===== src/rtl/bcd_display_scan_if.sv =====
// Bus between the timekeeper side and the 6-digit multiplexed display scanner.
// The master drives time digits and display controls; the slave drives the display pins.
interface bcd_display_scan_if;
  logic [1:0] H_in1;
  logic [3:0] H_in0;
  logic [3:0] M_in1;
  logic [3:0] M_in0;
  logic [3:0] S_in1;
  logic [3:0] S_in0;
  logic       alarm_in;
  logic       blank_lz;
  logic [5:0] an_out;
  logic [6:0] seg_out;
  logic       dp_out;
  logic       frame_done;

  modport master (
    output H_in1, H_in0, M_in1, M_in0, S_in1, S_in0, alarm_in, blank_lz,
    input  an_out, seg_out, dp_out, frame_done
  );

  modport slave (
    input  H_in1, H_in0, M_in1, M_in0, S_in1, S_in0, alarm_in, blank_lz,
    output an_out, seg_out, dp_out, frame_done
  );
endinterface


===== src/rtl/bcd_display_scan.sv =====
// Multiplexed 6-digit 7-segment scanner (HH.MM.SS) with per-frame time snapshot,
// leading-zero blanking of hours tens and whole-display blink while the alarm is active.
module bcd_display_scan #(
  parameter int SCAN_DIV     = 4,
  parameter int BLINK_FRAMES = 8
) (
  input  logic                clk,
  input  logic                reset,
  bcd_display_scan_if.slave   bus
);

  localparam int PW = (SCAN_DIV > 1) ? $clog2(SCAN_DIV) : 1;
  localparam int FW = (BLINK_FRAMES > 1) ? $clog2(BLINK_FRAMES) : 1;
  localparam logic [PW-1:0] PRE_MAX = PW'(SCAN_DIV - 1);
  localparam logic [FW-1:0] FRM_MAX = FW'(BLINK_FRAMES - 1);

  function automatic logic [6:0] decode7(input logic [3:0] d);
    logic [6:0] s;
    case (d)
      4'd0:    s = 7'b0111111;
      4'd1:    s = 7'b0000110;
      4'd2:    s = 7'b1011011;
      4'd3:    s = 7'b1001111;
      4'd4:    s = 7'b1100110;
      4'd5:    s = 7'b1101101;
      4'd6:    s = 7'b1111101;
      4'd7:    s = 7'b0000111;
      4'd8:    s = 7'b1111111;
      4'd9:    s = 7'b1101111;
      default: s = 7'b1000000;
    endcase
    return s;
  endfunction

  logic [PW-1:0]     pre_q, pre_d;
  logic [2:0]        idx_q, idx_d;
  logic [5:0][3:0]   shadow_q, shadow_d;
  logic [FW-1:0]     frm_q, frm_d;
  logic              phase_q, phase_d;
  logic [5:0]        an_q, an_d;
  logic [6:0]        seg_q, seg_d;
  logic              dp_q, dp_d;
  logic              fd_q, fd_d;

  logic              tick;
  logic              snap;
  logic [3:0]        cur;
  logic              blink_off;
  logic              lz_off;

  always_ff @(posedge clk or posedge reset) begin
    if (reset) begin
      pre_q    <= '0;
      idx_q    <= '0;
      shadow_q <= '0;
      frm_q    <= '0;
      phase_q  <= 1'b0;
      an_q     <= '0;
      seg_q    <= '0;
      dp_q     <= 1'b0;
      fd_q     <= 1'b0;
    end else begin
      pre_q    <= pre_d;
      idx_q    <= idx_d;
      shadow_q <= shadow_d;
      frm_q    <= frm_d;
      phase_q  <= phase_d;
      an_q     <= an_d;
      seg_q    <= seg_d;
      dp_q     <= dp_d;
      fd_q     <= fd_d;
    end
  end

  // Scan timing: prescaler, digit index and the end-of-frame snapshot.
  always_comb begin
    tick     = (pre_q == PRE_MAX);
    snap     = tick && (idx_q == 3'd5);
    pre_d    = tick ? '0 : pre_q + PW'(1);
    idx_d    = idx_q;
    if (tick) begin
      idx_d = (idx_q == 3'd5) ? 3'd0 : idx_q + 3'd1;
    end
    shadow_d = shadow_q;
    if (snap) begin
      shadow_d = {2'b00, bus.H_in1, bus.H_in0, bus.M_in1, bus.M_in0, bus.S_in1, bus.S_in0};
    end
  end

  // Blink counter only runs while the alarm is asserted; otherwise it is parked at zero.
  always_comb begin
    frm_d   = frm_q;
    phase_d = phase_q;
    if (!bus.alarm_in) begin
      frm_d   = '0;
      phase_d = 1'b0;
    end else if (snap) begin
      if (frm_q == FRM_MAX) begin
        frm_d   = '0;
        phase_d = ~phase_q;
      end else begin
        frm_d = frm_q + FW'(1);
      end
    end
  end

  // Output stage: gating uses the live alarm so dropping it un-blanks on the next edge.
  always_comb begin
    case (idx_q)
      3'd0:    cur = shadow_q[0];
      3'd1:    cur = shadow_q[1];
      3'd2:    cur = shadow_q[2];
      3'd3:    cur = shadow_q[3];
      3'd4:    cur = shadow_q[4];
      3'd5:    cur = shadow_q[5];
      default: cur = 4'd0;
    endcase
    blink_off = bus.alarm_in && phase_q;
    lz_off    = (idx_q == 3'd5) && bus.blank_lz && (cur == 4'd0);
    an_d      = 6'b000001 << idx_q;
    seg_d     = (blink_off || lz_off) ? 7'b0000000 : decode7(cur);
    dp_d      = !blink_off && ((idx_q == 3'd2) || (idx_q == 3'd4));
    fd_d      = snap;
  end

  assign bus.an_out     = an_q;
  assign bus.seg_out    = seg_q;
  assign bus.dp_out     = dp_q;
  assign bus.frame_done = fd_q;

endmodule


===== src/flat_wrapper.sv =====
// flat-port wrapper written by rule: the top's interface ports become plain ports
module bcd_display_scan_flat 
#(
  parameter int SCAN_DIV     = 4,
  parameter int BLINK_FRAMES = 8
)
  (clk, reset, bus_H_in1, bus_H_in0, bus_M_in1, bus_M_in0, bus_S_in1, bus_S_in0, bus_alarm_in, bus_blank_lz, bus_an_out, bus_seg_out, bus_dp_out, bus_frame_done);
  bcd_display_scan_if bus_i ();
  input  logic clk;
  input  logic reset;
  input wire logic [$bits(bus_i.H_in1)-1:0] bus_H_in1;
  input wire logic [$bits(bus_i.H_in0)-1:0] bus_H_in0;
  input wire logic [$bits(bus_i.M_in1)-1:0] bus_M_in1;
  input wire logic [$bits(bus_i.M_in0)-1:0] bus_M_in0;
  input wire logic [$bits(bus_i.S_in1)-1:0] bus_S_in1;
  input wire logic [$bits(bus_i.S_in0)-1:0] bus_S_in0;
  input wire logic [$bits(bus_i.alarm_in)-1:0] bus_alarm_in;
  input wire logic [$bits(bus_i.blank_lz)-1:0] bus_blank_lz;
  output wire logic [$bits(bus_i.an_out)-1:0] bus_an_out;
  output wire logic [$bits(bus_i.seg_out)-1:0] bus_seg_out;
  output wire logic [$bits(bus_i.dp_out)-1:0] bus_dp_out;
  output wire logic [$bits(bus_i.frame_done)-1:0] bus_frame_done;
  assign bus_i.H_in1 = bus_H_in1;
  assign bus_i.H_in0 = bus_H_in0;
  assign bus_i.M_in1 = bus_M_in1;
  assign bus_i.M_in0 = bus_M_in0;
  assign bus_i.S_in1 = bus_S_in1;
  assign bus_i.S_in0 = bus_S_in0;
  assign bus_i.alarm_in = bus_alarm_in;
  assign bus_i.blank_lz = bus_blank_lz;
  assign bus_an_out = bus_i.an_out;
  assign bus_seg_out = bus_i.seg_out;
  assign bus_dp_out = bus_i.dp_out;
  assign bus_frame_done = bus_i.frame_done;
  bcd_display_scan #(.SCAN_DIV(SCAN_DIV), .BLINK_FRAMES(BLINK_FRAMES)) u_core (.clk(clk), .reset(reset), .bus(bus_i));
endmodule

===== config.mk =====
export PLATFORM = sky130hd
export DESIGN_NAME = bcd_display_scan_flat
export DESIGN_NICKNAME = d
export VERILOG_FILES = /design/src/rtl/bcd_display_scan_if.sv /design/src/rtl/bcd_display_scan.sv /design/src/flat_wrapper.sv
export SDC_FILE = /design/constraint.sdc
export NUM_CORES = 1
export LEC_CHECK = 0
export ABC_CLOCK_PERIOD_IN_PS = 8550
export CORE_ASPECT_RATIO = 1.4
export CORE_MARGIN = 3
export CORE_UTILIZATION = 48
export DETAILED_ROUTE_END_ITERATION = 12
export PLACE_DENSITY = 0.81
export REMOVE_ABC_BUFFERS = 1
export SYNTH_ARGS = -nofsm -noshare
export SYNTH_HDL_FRONTEND = slang
export SYNTH_SLANG_ARGS = --single-unit

===== constraint.sdc =====
create_clock -name clk -period 8.55 [get_ports clk]
set_input_delay 1.71 -clock clk [delete_from_list [all_inputs] [get_ports clk]]
set_output_delay 1.71 -clock clk [all_outputs]
set_load 0.05 [all_outputs]

-- Yosys cells after proc, flatten, opt, wreduce, memory -nomap -nowiden
Memories as Yosys holds them, arrays and structs flattened.
Index checks and enable logic that the tools add are counted.
- bits of input ports: 26
- memories: 1
- bits in read-only memories: 112
- output and inout bits: 15
- word-level logic and storage cells: 50
- register bits after elaboration: 46
- eq/ne operators: 9
- reductions and logical operators: 11
- shift-type cells: 1
- bitwise gates (word level): 1
- $add $sub $neg: 3
- mux-type cells: 10
- memories (memory ; depth ; bits a word ; rd ports ; clocked after memory_dff ; wr ports ; RTL line ; text):
    (name not given) ; 16 ; 7 ; 1 ; 0 ; 0 ; bcd_display_scan.sv:19 ; case (d)
- operator list (operator ; number):
    $pmux 4 s6 ; 1
    $mux 3 ; 4
    $eq 3x3->1 const B ; 3
    $mux 7 ; 1
    $add 3x1->3 const B ; 2
    $eq 3x2->1 const B ; 2
    $shl 1x3->6 const A ; 1
    $logic_and 1x1->1 ; 5
    $logic_not 4->1 ; 1
    $ne 2x1->1 const B ; 2
    $eq 3x1->1 const B ; 1
    $logic_not 3->1 ; 1
    $mux 1 ; 3
    $add 2x1->2 const B ; 1
    $eq 2x2->1 const B ; 1
    $logic_or 1x1->1 ; 2
    $mux 2 ; 1
    $reduce_and 2->1 ; 1
    $logic_not 1->1 ; 1
    $not 1->1 ; 1

-- Logic depth before layout (Yosys ltp)
Gate-level depths: netlist (run 1).
- depth in word-level cells: 6
- gate-level depth with buffers: 12
- gate-level depth less buffers: 10

-- Worst setup path before layout (run 1)
OpenSTA, ideal clock, no wires.
- kind: reg-to-reg
- start: register u_core.idx_q[0]
- end: register u_core.seg_q[6], in the netlist u_core.bus.seg_out[6]
- stages on the path, launching flop included: 12
- data required time: 8.473 ns
- buffers on the path: 2
- period minus slack after synthesis: 2.708 ns
- library setup time: 0.077 ns
- arrival time: 2.630 ns
- path slack: 5.842 ns
- cell sequence: dfrtp_1 -> buf_6 -> clkbuf_1 -> and2_1 -> ha_1 -> a222oi_1 -> o21a_2 -> or2_2 -> ha_1 -> and3_1 -> or4_1 -> a21oi_1
- longest elaborated chain between the ends: 6
- elaborated cells on any way between the ends: 13
- classes of those cells: 5 x eq/ne; 2 x mux; 5 x reduce/logical; 1 x memory
- ends and longest elaborated chain (element ; RTL line ; text):
    start: declaration ; bcd_display_scan.sv:36 ; logic [2:0] idx_q, idx_d;
    start signal: assignment ; bcd_display_scan.sv:64 ; idx_q <= idx_d;
    branches (longest 5 deep; another with $mem_v2 16x7) ; - ;
    $mux 7 (*) ; bcd_display_scan.sv:121 ; seg_d = (blink_off || lz_off) ? 7'b0000000 : decode7(cur);
    net u_core.seg_d[6] ; bcd_display_scan.sv:41 ; logic [6:0] seg_q, seg_d;
    end signal: assignment ; bcd_display_scan.sv:69 ; seg_q <= seg_d;
    end: declaration ; bcd_display_scan.sv:41 ;
Mark *: on every way through the listed nets, which the timed path passes.
A chain may end at the register's enable or synchronous reset.

-- Final worst setup path (run 1)
- start: register u_core.seg_q[6], in the netlist u_core.bus.seg_out[6]
- end: output bus_seg_out[6]
- RTL lines (element ; RTL line ; text):
    end: declaration ; flat_wrapper.sv:20 ; output wire logic [$bits(bus_i.seg_out)-1:0] bus_seg_out;
No word-level cell between the ends.

==> flow_metrics.tcl, run 1 <==
set metrics [dict create \
    initial_utilization 0.513 \
    fin_worst_skew_ps 6.93 \
    dp.cells 280 \
    max_freq_mhz 319 \
    cts.sinks 46 \
    routedWlPerCell_um 15.3 \
    drt_iter0_drc 93 \
    synth-seq-cells 46 \
    setup_violations 0 \
    rsz0062_at_grt "no" \
    n_antenna_cell 0 \
    crit_slowest_cell "clkdlybuf4s50_1" \
    min_period_over_period 0.366 \
    clock-root-buffer "clkbuf_8" \
    nets 264 \
    dp_hpwl_um 3260 \
    avgSynthCellArea_um2 11.9 \
    max-slew-margin-rel 0.615 \
    grt_max_degree 47 \
    p_seq_frac 0.553 \
    chipHeight_um 87.0 \
    synth_edf_count 0 \
    first_global_vias 1588 \
    vias 1632 \
    grt_pass1_wl_um 7300 \
    required_ps 6840 \
    cap_violations 0 \
    cts_resized 0 \
    cts_tree "built" \
    drc_errors 0 \
    finalNonFillerCells 288 \
    synth_mux_area_frac 0.139 \
    syn_to_final_growth_pct 22.6 \
    worstHoldPathType "flop to flop" \
    hold_violations 0 \
    coreArea_um2 4380 \
    gp_congestion 0.872 \
    cts_setup_buffers 0 \
    cts_buffers 5 \
    critPathKind "flop to primary output" \
    crit_chain "clkdlybuf4s50_1" \
    powerDensity_nw_per_um2 151 \
    die_w_um 63.8 \
    crit_arrival_ps 1420 \
    cp-end-kind "primary output" \
    finalCriticalPeriod_ps 3130 \
    fin_util 0.629 \
    critical-path-max-stage-delay_ps 800 \
    grt-ovfl-total 0 \
    synth-async-reset-ratio 1.00 \
    yosys_warnings 0 \
    power.internal_mw 0.317 \
    switching_share 0.238 \
    worstPathMaxFanout 1 \
    firstDrtPassIters 4 \
    synthAdderAreaFrac 0.0612 \
    p_clk_frac 0.317 \
    grtUsageTotal 0.171 \
    synth_compound_area_frac 0.111 \
    via_per_inst 5.67 \
    pwr-share-comb 0.130 \
    num_io_pins 41 \
    synthSimpleGateAreaFrac 0.127 \
    antenna_found_initial 0 \
    status "complete, no violations" \
    cts.reportedPaths.clkPinSlew_ps 80 \
    drv_slew 0 \
    dieArea_um2 5550 \
    crit_buf_inv 1 \
    netlist.area_leader.share 0.512 \
    synth_top_cell_by_area "dfrtp_1" \
    ys.flop_type "dfrtp_1" \
    ant_nets 0 \
    insertion_delay_ps 290 \
    ys_seq_area_frac 0.512 \
    synthTopCellsByCount "dfrtp_1 (46), mux2_2 (22), ha_1 (11), nand2_1 (11), nor3_1 (11)" \
    htreeDepth 2 \
    p_leak_nw 1.17 \
    cts_buffer_depth 2 \
    synth_cell_types 46 \
    synth_xor_area_frac 0.00780 \
    totalWireLength_um 4420 \
    synth_most_common_cell "dfrtp_1" \
    syn_area_um2 2250 \
    startpoint_type "flop" \
    tightest_slew_ps 578 \
    hold_buffers 0 \
    drive_gt1_frac 0.180 \
    finalSetupTns_ps 0 \
    vdd_ir_drop_max_mv 0.116 \
    p_sw_mw 0.0988 \
    numPortBuffers 40 \
    synth_area_leaders "dfrtp_1 (51%), mux2_2 (11%), ha_1 (6.1%), nor3_1 (2.4%), mux2_4 (2.0%)" \
    synth_top_family_by_area "multiplexers" \
    placementRows 28 \
    synth_cells 189 \
    cp_top_family "buffers and inverters" \
]
-- layout make-up --
type | instances | area (um^2)
multi-input cells | 126 | 1000
well taps | 60 | 75.1
inverters | 7 | 26.3
clock inverters | 1 | 5.00
fillers | 362 | 1630
flip-flops and latches | 46 | 1150
repair buffers | 41 | 408
clock buffers | 7 | 86.3
-- sequential cells by signal, indices dropped and copies added, names as in the netlist --
register,cells
u_core.frm_q,3
u_core.bus.frame_done,1
u_core.pre_q,2
u_core.shadow_q,22
u_core.bus.an_out,6
u_core.phase_q,1
u_core.bus.seg_out,7
u_core.bus.dp_out,1
u_core.idx_q,3
-- cells in the final DEF, fill, tap and decap left out, types with 3 or more instances in the layout --
master	netlist	layout
nor3_1	11	11
dfrtp_1	46	46
inv_1	6	5
and3b_1	3	3
nand2_1	11	11
ha_1	11	11
a21oi_1	8	8
clkdlybuf4s50_1	0	40
and2_1	5	5
mux2_4	3	3
nor2_1	7	7
mux2_2	22	22
clkbuf_8	0	6
a32oi_1	3	3
a211oi_1	5	5
-- routing by layer --
| layer | GRT usage | vias to the layer above | wire length, um |
|---|---|---|---|
| li1 | - | 759 | - |
| met1 | 0.192 | 797 | 1750 |
| met2 | 0.303 | 65 | 2320 |
| met3 | 0.0388 | 11 | 227 |
| met4 | 0.0825 | 0 | 113 |
| met5 | 0 | - | 0 |
-- stage by stage --
stage                     cell area, um^2  total power [mW]  hold WS, ps  worst slack, ps
after floorplan                      2180             0.264          403             5750
after global placement               2660             0.287          412             5590
after detailed placement             2660             0.288          420             5500
after CTS                            2750             0.419          446             5410
after global routing                 2750             0.434          464             5180
final                                2750             0.416          446             5420
-- power by group through the flow --
stage               Combinational [mW]  Clock (mW)  Sequential [mW]
global placement                0.0526           0            0.234
global route                    0.0579       0.145            0.231
detailed placement              0.0538           0            0.234
floorplan                       0.0205           0            0.244
CTS                             0.0540       0.135            0.230
finish                          0.0539       0.132            0.230
-- logic make-up (layout without fill, tap and decap cells) --
logic type                 count (synthesis)  after routing
xor gates and xnor gates                   2              2
buffers and inverters                     17             56
DFF                                       46             46
adders and majority gates                 11             11
AOI/OAI and AO/OA                         34             34
muxes                                     27             27
and+or+nand+nor                           52             52
-- worst paths after layout --
kind,startpoint,endpoint,slack [ps],depth (start not counted)
min in group asynchronous,reset,u_core.shadow_q[17],1850,3
min reg2reg,u_core.pre_q[0],u_core.pre_q[0],450,1
min,u_core.pre_q[0],u_core.pre_q[0],450,1
max,u_core.bus.seg_out[6],bus_seg_out[6],5420,1
max in group asynchronous,reset,u_core.bus.seg_out[3],6310,3
max reg2reg,u_core.idx_q[0],u_core.bus.seg_out[1],5490,10
Note: power is estimated with default switching activity, not from simulation.
==> run 2: changes to the inputs <==
Settings changed: ABC_CLOCK_PERIOD_IN_PS 8550 to 2600, CORE_UTILIZATION 48 to 47, PLACE_DENSITY 0.81 to 0.83.
Clock period 8.55 ns to 2.6 ns, I/O delays scaled along.
==> flow_metrics.tcl, run 2 (synthesis results as in run 1) <==
set metrics [dict create \
    total_power_mw 1.38 \
    layout_common_cells "dfrtp_1 (46), clkdlybuf4s50_1 (40), mux2_2 (22)" \
    worstPathMaxFanout 9 \
    cp-end-kind "flop" \
    max_freq_mhz 395 \
    ant_nets 0 \
    regArea_um2 1150 \
    cts_buffers 5 \
    vdd_ir_drop_max_mv 0.321 \
    setup_violations 0 \
    grtUsageTotal 0.179 \
    via_per_inst 5.46 \
    p_leak_nw 1.23 \
    largest_register_ffs 22 \
    pre_cts_ws_ps 72.1 \
    dieArea_um2 5660 \
    nets 275 \
    cts.sinks 46 \
    hold_slack_ps 447 \
    drv_slew 0 \
    chipHeight_um 87.8 \
    num_io_pins 41 \
    totalWireLength_um 4630 \
    dp_hpwl_um 3330 \
    critical-path-max-stage-delay_ps 510 \
    hold_violations 0 \
    finalSetupTns_ps 0 \
    hold_buffers 0 \
    max-slew-margin-rel 0.619 \
    first_global_vias 1639 \
    coreArea_um2 4570 \
    multiInputGateArea_um2 1020 \
    critPathKind "flop to flop" \
    die_w_um 64.4 \
    crit_buf_inv 1 \
    drt_iter0_drc 63 \
    grt_max_degree 47 \
    gp_congestion 0.949 \
    worstHoldPathType "flop to flop" \
    regMostFlops "u_core.shadow_q" \
    fin_worst_skew_ps 6.80 \
    cts_buffer_depth 2 \
    setup_ws_ps 66.9 \
    min_path_cells 1 \
    final_common_cell "dfrtp_1" \
    status "complete, no violations" \
    drc_errors 0 \
    cp_top_family "simple AND/OR/NAND/NOR gates" \
    antenna_found_initial 0 \
    n_antenna_cell 0 \
    routedWlPerCell_um 15.4 \
    min_period_over_period 0.974 \
    clock-root-buffer "clkbuf_8" \
    crit_slowest_cell "or4_1" \
    startpoint_type "flop" \
    num-fill-cells 393 \
    finalCriticalPeriod_ps 2530 \
    htreeDepth 2 \
    grt-ovfl-total 0 \
    insertion_delay_ps 300 \
    firstDrtPassIters 4 \
    tightest_slew_ps 572 \
    required_ps 2830 \
    numPortBuffers 40 \
    vias 1643 \
    drive_gt1_frac 0.234 \
    grt_pass1_wl_um 7640 \
    initial_utilization 0.492 \
    ff2ff_path_depth 9 \
    crit_arrival_ps 2760 \
    crit_chain "buf_4 -> and3b_1 -> a31oi_1 -> o21a_2 -> or2_2 -> ha_1 -> and3_1 -> or4_1 -> a21oi_2" \
    syn_to_final_growth_pct 27.5 \
    cts.reportedPaths.clkPinSlew_ps 80 \
    cap_violations 0 \
    cp.depth 9 \
    powerDensity_nw_per_um2 481 \
    placementRows 29 \
    cts_tree "built" \
]
-- run 2: repair_timing --
action,CTS,global route
buffers inserted,0,0
resized for setup,0,6
endpoints found under the setup margin,0,4
-- run 2: worst reg2reg max path, delay by kind of cell (launching register included) --
| kind | cells | cell delay (ps) |
|---|---|---|
| AOI/OAI and AO/OA | 3 | 410 |
| adders and majority gates | 1 | 220 |
| buffers and inverters | 1 | 180 |
| DFF | 1 | 410 |
| and+or+nand+nor | 4 | 1230 |
-- run 2: path summary, 6_finish.rpt --
kind	start	endpoint	slack, ps
hold reg to reg	u_core.pre_q[0]	u_core.pre_q[0]	450
setup reg to reg	u_core.idx_q[1]	u_core.bus.seg_out[6]	70
setup / recovery	u_core.idx_q[1]	u_core.bus.seg_out[6]	70
max in group asynchronous	reset	u_core.shadow_q[11]	1540
min in group asynchronous	reset	u_core.shadow_q[19]	650
hold / removal	u_core.pre_q[0]	u_core.pre_q[0]	450
-- run 2: power breakdown --
part	internal (mW)	switching (mW)	total, mW
logic	0.0875	0.0908	0.178
registers	0.742	0.0143	0.757
clock network	0.214	0.229	0.444
-- run 2: layout make-up --
cell class                      count  area share
Timing Repair Buffer               52       0.172
Multi-Input combinational cell    126       0.358
Tap cell                           62      0.0271
Clock inverter                      1     0.00175
Inverter                            7     0.00917
Sequential cell                    46       0.402
Clock buffer                        7      0.0301
-- run 2: through the flow --
stage / std cells / util / cell area [um^2]
3_5_place_dp: 293 / 0.601 / 2750
6_report: 301 / 0.627 / 2870
2_1_floorplan: 179 / - / 2180
3_3_place_gp: 293 / 0.601 / 2750
5_1_grt: 301 / 0.627 / 2870
4_1_cts: 301 / 0.621 / 2840
-- run 2: metal layers --
metal  wire (um)  up-vias  part of all wire  global-route usage
met5           0        -                 0                   0
met1        1770      794              0.38               0.190
met2        2510       57              0.54               0.320
met4         202        0             0.044               0.135
li1            -      775                 -                   -
met3         147       17             0.032              0.0257
==> edit (settings of run 1) <==
Reset style: synchronous (`reset`), changed in one clocked block.
--- a/src/rtl/bcd_display_scan.sv
+++ b/src/rtl/bcd_display_scan.sv
@@ -48,7 +48,7 @@
   logic              blink_off;
   logic              lz_off;
 
-  always_ff @(posedge clk or posedge reset) begin
+  always_ff @(posedge clk) begin
     if (reset) begin
       pre_q    <= '0;
       idx_q    <= '0;
Check against the original RTL: differs if reset is asserted again (counterexample within 4 cycles, from zero or initial values and one cycle with reset high); with reset held inactive, the same outputs for 10 cycles.
==> edit against run 1 <==
Synthesized area is 6.7% lower. Design area is 6.6% lower. Setup slack better by 0.0083 ns. Sequential cell count stayed put. Routed wire length is 8.3% lower. Final cell count is 9.0% higher. Global-route usage is 0.18 points lower. Largest cell class is now multi-input combinational cells. Sequential share of layout area is 6.0 points lower. Synthesized cell count is 24% higher. Non-clock buffer count is 1 higher. Power is 4.3% lower. Critical path type unchanged.
==> edit: results (changes against run 1) <==
Run status
  • Status: complete, no violations (unchanged)

Placed design
  • Final GP Congestion: 0.938 (was 0.872)

Finish
  • Largest Register: u_core.shadow_q (unchanged)
  • Fillers: 342 (was 362)
  • Seq cells: 46 (unchanged)
  • Non-CTS inverters: 4 (was 7)
  • Fraction of area in non-clock buffers: 0.162 (was 0.148)
  • NumNets Final: 306 (was 264)
  • Seq/total area: 0.358 (was 0.418)
  • Non-Clock Buffer Count: 42 (was 41)
  • Multi-input combinational cell count: 171 (was 126)
  • Layout cells sized above 1: 0.0849 (was 0.180)
  • Ant. Diodes: 0 (unchanged)

Yosys
  • Register area share after synthesis: 0.439 (was 0.512)
  • Most instantiated cells after synthesis: nand2_1 (56), dfxtp_1 (46), a21oi_1 (36) (was dfrtp_1 (46), mux2_2 (22), ha_1 (11), nand2_1 (11), nor3_1 (11))
  • Netlist cell types: 52 (was 46)
  • Post-synthesis async set-or-reset flop share: 0 (was 1.00)

Global routing
  • Gr usage total: 0.169 (was 0.171)
  • First-pass GRT wire length: 6740 um (was 7300 um)
  • Largest net degree at the start of global routing: 37 (was 47)

Timing
  • Clock Skew: 0.00293 ns (was 0.00693 ns)
  • Slew @ Worst Pin: 0.709 ns (was 0.578 ns)

Pwr
  • Comb power frac: 0.107 (was 0.130)
  • Sequential power share: 0.558 (was 0.553)
  • Net Sw Power: 0.0000934 W (was 0.0000988 W)
  • VDD IR max: 94.4 uV (was 116 uV)

Worst hold path
  • Hold_sp: u_core.pre_q[0] (unchanged)
  • WHS Endpoint: u_core.pre_q[0] (unchanged)

Critical path
  • End of the critical path: bus_an_out[1] (was bus_seg_out[6])
  • R2r setup slk: 5.51 ns (was 5.49 ns)
  • Reg2reg start: u_core.idx_q[2] (was u_core.idx_q[0])
  • Crit-path leading delay family: buffers and inverters (unchanged)
  • Crit path from: u_core.bus.an_out[1] (was u_core.bus.seg_out[6])
  • Worst r2r dst: u_core.bus.seg_out[4] (was u_core.bus.seg_out[1])

Detailed routing
  • DRT iter0 DRCs: 29 (was 93)
  • Via Count: 1,714 (was 1,632)
  • Routed length per placed instance: 12.9 um (was 15.3 um)

Clock network
  • Clk buf depth: 2 (unchanged)
==> edit: cells by family (layout without fill, tap and decap cells) <==
group	Yosys count	after routing	share of synthesized area
mux	5	5	0.0340
xor+xnor	2	2	0.00835
fa+ha+maj	10	10	0.0597
simple gates	96	96	0.218
flops	46	46	0.439
buf+inv	18	54	0.0483
compound gates	58	58	0.193
==> edit: metrics by stage <==
step	power, W	hold slack (ns)	std cells	setup WS [ns]	area, um2
2_1_floorplan	0.000247	0.400	221	5.95	2010
3_5_place_dp	0.000270	0.433	306	5.48	2480
5_1_grt	0.000417	0.461	314	5.21	2570
6_report	0.000398	0.441	314	5.43	2570
4_1_cts	0.000402	0.445	314	5.42	2570
3_3_place_gp	0.000269	0.415	306	5.55	2480
==> edit: layer usage <==
layer / global-route usage / up-vias / wire, um
met2: 0.288 / 42 / 2120
met3: 0.0431 / 15 / 143
li1: - / 878 / -
met5: 0 / - / 0
met4: 0.0985 / 0 / 157
met1: 0.178 / 779 / 1630
